==> config.mk <==
export PLATFORM = sky130hd
export DESIGN_NAME = decode_pipe_unit
export DESIGN_NICKNAME = d
export VERILOG_FILES = /design/src/rtl/decode_pipe_unit.sv
export SDC_FILE = /design/constraint.sdc
export NUM_CORES = 2
export LEC_CHECK = 0
export CAP_MARGIN = 30
export CORE_MARGIN = 2
export CORE_UTILIZATION = 45
export DETAILED_ROUTE_END_ITERATION = 12
export PLACE_DENSITY = 0.71
export SETUP_SLACK_MARGIN = 0.3
export SLEW_MARGIN = 30
export SYNTH_ARGS = -nofsm -noshare
export SYNTH_HDL_FRONTEND = slang
export SYNTH_SLANG_ARGS = --single-unit
==> constraint.sdc <==
create_clock -name clk -period 4.87 [get_ports clk]
set_clock_uncertainty 0.05 [all_clocks]
set_input_delay 1.2175 -clock clk [delete_from_list [all_inputs] [get_ports clk]]
set_output_delay 1.2175 -clock clk [all_outputs]
set_load 0.05 [all_outputs]
==> src/rtl/decode_pipe_unit.sv <==
// Instruction decode stage: register file with write-through reads, main control
// decode, load-use hazard detection and the ID/EX pipeline register.
module decode_pipe_unit #(
   parameter int DATA_W  = 32,
   parameter int RADDR_W = 5
) (
   input  logic               clk,
   input  logic               reset,
   input  logic               if_valid,
   input  logic [31:0]        if_instr,
   output logic               id_ready,
   input  logic               wb_we,
   input  logic [RADDR_W-1:0] wb_addr,
   input  logic [DATA_W-1:0]  wb_data,
   input  logic               ex_flush,
   input  logic               ex_ready,
   output logic               ex_valid,
   output logic [DATA_W-1:0]  ex_rd1,
   output logic [DATA_W-1:0]  ex_rd2,
   output logic [DATA_W-1:0]  ex_imm,
   output logic [RADDR_W-1:0] ex_rs,
   output logic [RADDR_W-1:0] ex_rt,
   output logic [RADDR_W-1:0] ex_rd,
   output logic [1:0]         ex_aluop,
   output logic               ex_regdst,
   output logic               ex_alusrc,
   output logic               ex_memtoreg,
   output logic               ex_branch,
   output logic               ex_regwrite,
   output logic               ex_memread,
   output logic               ex_memwrite
);

   localparam int DEPTH = 2 ** RADDR_W;

   typedef enum logic [5:0] {
      OP_RTYPE = 6'b000000,
      OP_LW    = 6'b100011,
      OP_SW    = 6'b101011,
      OP_BEQ   = 6'b000100
   } opcode_e;

   logic [DATA_W-1:0]  regs [DEPTH];
   logic [RADDR_W-1:0] rs, rt, rd;
   logic [15:0]        imm;
   logic [DATA_W-1:0]  imm_ext;
   logic [DATA_W-1:0]  rd1, rd2;
   logic               wb_active;
   logic               hazard, advance;

   logic [1:0] dec_aluop;
   logic       dec_regdst, dec_alusrc, dec_memtoreg, dec_branch;
   logic       dec_regwrite, dec_memread, dec_memwrite;

   assign rs      = RADDR_W'(if_instr[25:21]);
   assign rt      = RADDR_W'(if_instr[20:16]);
   assign rd      = RADDR_W'(if_instr[15:11]);
   assign imm     = if_instr[15:0];
   assign imm_ext = {{(DATA_W-16){imm[15]}}, imm};

   assign wb_active = wb_we && (wb_addr != '0);

   always_ff @(posedge clk) begin
      if (reset) begin
         regs <= '{default: '0};
      end else if (wb_active) begin
         regs[wb_addr] <= wb_data;
      end
   end

   // Write-through bypass first, then the r0 override so r0 can never be forwarded.
   always_comb begin
      rd1 = regs[rs];
      rd2 = regs[rt];
      if (wb_active && (wb_addr == rs)) rd1 = wb_data;
      if (wb_active && (wb_addr == rt)) rd2 = wb_data;
      if (rs == '0) rd1 = '0;
      if (rt == '0) rd2 = '0;
   end

   always_comb begin
      dec_aluop    = 2'b00;
      dec_regdst   = 1'b0;
      dec_alusrc   = 1'b0;
      dec_memtoreg = 1'b0;
      dec_branch   = 1'b0;
      dec_regwrite = 1'b0;
      dec_memread  = 1'b0;
      dec_memwrite = 1'b0;
      case (if_instr[31:26])
         OP_RTYPE: begin
            dec_regdst   = 1'b1;
            dec_regwrite = 1'b1;
            dec_aluop    = 2'b10;
         end
         OP_LW: begin
            dec_alusrc   = 1'b1;
            dec_memtoreg = 1'b1;
            dec_regwrite = 1'b1;
            dec_memread  = 1'b1;
         end
         OP_SW: begin
            dec_alusrc   = 1'b1;
            dec_memwrite = 1'b1;
         end
         OP_BEQ: begin
            dec_branch = 1'b1;
            dec_aluop  = 2'b01;
         end
         default: ;
      endcase
   end

   assign hazard   = ex_valid && ex_memread && (ex_rt != '0) && if_valid &&
                     ((ex_rt == rs) || (ex_rt == rt));
   assign advance  = !ex_valid || ex_ready;
   assign id_ready = !reset && (ex_flush || (advance && !hazard));

   // Controls are cleared whenever ex_valid drops so an empty slot never carries live controls.
   always_ff @(posedge clk) begin
      if (reset) begin
         ex_valid    <= 1'b0;
         ex_rd1      <= '0;
         ex_rd2      <= '0;
         ex_imm      <= '0;
         ex_rs       <= '0;
         ex_rt       <= '0;
         ex_rd       <= '0;
         ex_aluop    <= '0;
         ex_regdst   <= 1'b0;
         ex_alusrc   <= 1'b0;
         ex_memtoreg <= 1'b0;
         ex_branch   <= 1'b0;
         ex_regwrite <= 1'b0;
         ex_memread  <= 1'b0;
         ex_memwrite <= 1'b0;
      end else if (ex_flush || (advance && hazard)) begin
         ex_valid    <= 1'b0;
         ex_aluop    <= '0;
         ex_regdst   <= 1'b0;
         ex_alusrc   <= 1'b0;
         ex_memtoreg <= 1'b0;
         ex_branch   <= 1'b0;
         ex_regwrite <= 1'b0;
         ex_memread  <= 1'b0;
         ex_memwrite <= 1'b0;
      end else if (advance) begin
         ex_valid    <= if_valid;
         ex_rd1      <= rd1;
         ex_rd2      <= rd2;
         ex_imm      <= imm_ext;
         ex_rs       <= rs;
         ex_rt       <= rt;
         ex_rd       <= rd;
         ex_aluop    <= if_valid ? dec_aluop : 2'b00;
         ex_regdst   <= if_valid && dec_regdst;
         ex_alusrc   <= if_valid && dec_alusrc;
         ex_memtoreg <= if_valid && dec_memtoreg;
         ex_branch   <= if_valid && dec_branch;
         ex_regwrite <= if_valid && dec_regwrite;
         ex_memread  <= if_valid && dec_memread;
         ex_memwrite <= if_valid && dec_memwrite;
      end
   end

endmodule

==> run_results.csv <==
group,metric,value,unit
finish,layout-drive-gt1-share,16.5,%
worst_setup_path,worstRegToRegCells,6,
cts,cts_root_buffer,"clkbuf_16",
hold_path,min_delay_path_depth,2,
synth,synth.mux.area_fraction,21.8,%
synth,synthesis.nets,6084,
sta,tns,0,ns
cts,cts_buffers,113,
synth,netlist_area,54100,µm²
finish,multi_input_area,28900,µm²
finish,finalNonFillerCells,7545,
place,place_congestion,0.891,
synth,synthArstFlopShare,0,%
place,placed_cells,7332,
die,ioPinCount,197,
synth,yosysWarnings,0,
detailed_routing,vias,49000,
die,dieArea,123000,µm²
detailed_routing,viasPerCell,6.49,
global_route,grt_pass1_vias,46400,
power_and_ir_drop,p_per_area,337,nW/µm²
die,core,119000,µm²
detailed_routing,routedWlPerCell,27.0,µm
sta,min_period_over_period,89.0,%
cts,postCtsSetupRepairBufs,0,
detailed_routing,antenna_left,0,
synth,synth_seq_area_share,41.5,%
global_route,grt_max_degree,225,
finish,n_fill_cell,10700,
detailed_routing,drc,0,
finish,synthToLayoutAreaGrowth,13.2,%
worst_setup_path,worst_r2r_endpoint,"ex_rd2[3]",
die,num_rows,127,
hold_path,min_from,"regs[550]",
worst_setup_path,r2r_start,"ex_rt[0]",
global_route,grt_first_pass_wirelength,296000,µm
synth,synth.avg_cell_area,9.00,µm²
detailed_routing,drtIter0Drc,7818,
detailed_routing,drtPass1Iterations,8,
sta,hold_viol,0,
worst_setup_path,critPathLaunch,"if_instr[25]",
sta,tightest_slew,1.15,ns
power_and_ir_drop,leakage,19.8,nW
power_and_ir_drop,p_total,20.6,mW
finish,layout.nets,5912,
cts,cts-htree-levels,3,
synth,synth_edf_count,0,
synth,synth-main-ff-cell,"dfxtp_1",
sta,max_clock_freq,0.231,GHz
run_status,status,"completed",
synth,ys_ff_latch,1122,
worst_setup_path,cp-start-kind,"input pin",
worst_setup_path,crit_path_max_fanout,2,
global_route,antenna_found_initial,10,
place,dp_hpwl,118000,µm
power_and_ir_drop,peakVddDrop,0.000262,V
synth,synth_top_family_by_area,"multiplexers",
sta,drv_slew,0,
synth,syn_inst,6009,
synth,ys_types,47,
worst_setup_path,reg2reg_slack,1.71,ns
cts,postCtsHoldBufs,0,
sta,relSlewSlack,23.2,%
hold_path,worstHoldPathType,"register to register",
synth,synth-adder-area-share,0,%
global_route,grt-ovfl-total,0,
sta,rsz0062_at_grt,"no",
sta,fin_crit,4.33,ns
die,die_x,351,µm
synth,synth_compound_area_share,13.7,%
cts,clock_sinks,1122,
cts,cts_buffer_depth,3,
detailed_routing,drt-total-wl,204000,µm
cts,clock_latency,0.74,ns
job,cap_violations,0,
sta,finalSetupViolCount,0,
cts,cts_tree,"yes",
hold_path,whs_endpoint,"regs[550]",
die,initial_utilization,45.2,%
cts,ctsResizeCount,0,
die,die_y,351,µm
synth,synth_xor_area_share,0.324,%
cts,clk_pin_slew_worst_paths,0.06,ns
synth,synthSimpleGateAreaFrac,17.0,%
worst_setup_path,worst-endpoint-arrival,3.07,ns
worst_setup_path,path_class,"input pin to output port",
worst_setup_path,required,3.60,ns
place,io_buffers,196,
finish,seqCellArea,22500,µm²
worst_setup_path,end_kind,"output port",
global_route,grt_usage,32.2,%
per-layer routing:
| layer | up-vias | routed length, µm | GRT usage (%) |
|---|---|---|---|
| li1 | 20700 | - | - |
| met1 | 23600 | 72000 | 41.2 |
| met2 | 3799 | 88900 | 48.4 |
| met3 | 802 | 29400 | 9.13 |
| met4 | 10 | 13200 | 19.6 |
| met5 | - | 63 | 0 |
cells by family after synthesis:
| group | after synthesis |
|---|---|
| AND/OR/NAND/NOR | 2315 |
| AO/OA/AOI/OAI | 1337 |
| flip-flops | 1122 |
| buffers and inverters | 673 |
| multiplexers | 542 |
| XOR/XNOR | 20 |
Yosys cell counts, drive strengths merged (7+ instances only):
cell    count  area share (%)
a21oi     999             9.2
a221o      64             1.2
buf       171             2.1
clkbuf    492             3.5
dfxtp    1122              42
inv        10           0.069
mux2        8            0.17
mux2i      26            0.48
mux4      508              21
nand2    2028              14
nand3b      8            0.11
nor2      137            0.97
nor2b      35            0.41
nor3        7           0.065
o22ai     254             2.9
or4        64            0.90
xor2       16            0.26
through the flow:
| step | hold slack (ns) | worst slack [ns] | instance area, µm² | utilization [%] |
|---|---|---|---|---|
| 4_1_cts | 0.415 | 0.527 | 61100 | 51.2 |
| 3_3_place_gp | 0.395 | 0.564 | 57200 | 47.9 |
| 6_report | 0.413 | 0.537 | 61200 | 51.2 |
| 3_5_place_dp | 0.407 | 0.532 | 57200 | 47.9 |
| 5_1_grt | 0.428 | 0.413 | 61200 | 51.2 |
| 2_1_floorplan | 0.392 | 0.860 | 54100 | - |
sequential cells by signal, indices dropped and copies added, names as in the netlist:
name,cells
ex_valid,1
ex_memwrite,1
ex_rd1,32
ex_alusrc,1
ex_rs,5
ex_regdst,1
regs,1024
ex_regwrite,1
ex_imm,16
ex_rt,5
ex_rd2,32
ex_aluop,2
ex_memread,1
report_power, final:
part / leakage (nW) / total [mW] / internal [mW] / switching, mW
Clock: 1.93 / 9.23 / 5.39 / 3.84
Sequential: 9.06 / 9.40 / 9.29 / 0.114
Combinational: 8.78 / 1.99 / 0.655 / 1.33
worst max-delay path by stage:
stage                          end  cells after the start
after detailed placement  id_ready                      8
after CTS                 id_ready                      8
final                     id_ready                      8
after global placement    id_ready                      8
after floorplan           id_ready                      7
after global routing      id_ready                      8
layout make-up:
| class | count | area share (%) |
|---|---|---|
| multi-input combinational | 4214 | 47.3 |
| sequential | 1122 | 36.7 |
| timing repair buffer | 376 | 6.27 |
| clock buffer | 167 | 5.50 |
| tap | 1612 | 3.30 |
| clock inverter | 40 | 0.859 |
| inverter | 10 | 0.0613 |
| antenna | 4 | 0.0164 |
critical path, cell delays in order:
cell and delay [ns]:
clkdlybuf4s50_1 0.49, xor2_1 0.18, nor3_1 0.27, a22oi_2 0.12, or2_2 0.32, a21oi_1 0.17
nor2_1 0.07, buf_4 0.22
layout by cell type (no fill, tap or decap), drive strengths merged, types with 2 or more instances in the layout:
cell / count
and3b: 3
nor2: 137
or3b: 5
a221o: 64
clkdlybuf4s50: 186
mux2i: 26
a221oi: 2
bufinv: 12
dfxtp: 1122
nor3b: 5
or3: 4
and3: 2
mux4: 508
o22ai: 254
nand2: 2028
nand3b: 8
clkinv: 21
inv: 16
nand4: 2
mux2: 8
diode: 4
buf: 190
clkbuf: 167
o41a: 2
nand2b: 4
xor2: 16
or2: 5
or4: 64
o21ai: 5
o211ai: 2
nor2b: 35
xnor2: 4
a21oi: 999
nor3: 7
o22a: 2
nand3: 5
a22oi: 3
No activity file was read; power rests on OpenSTA's default activity.
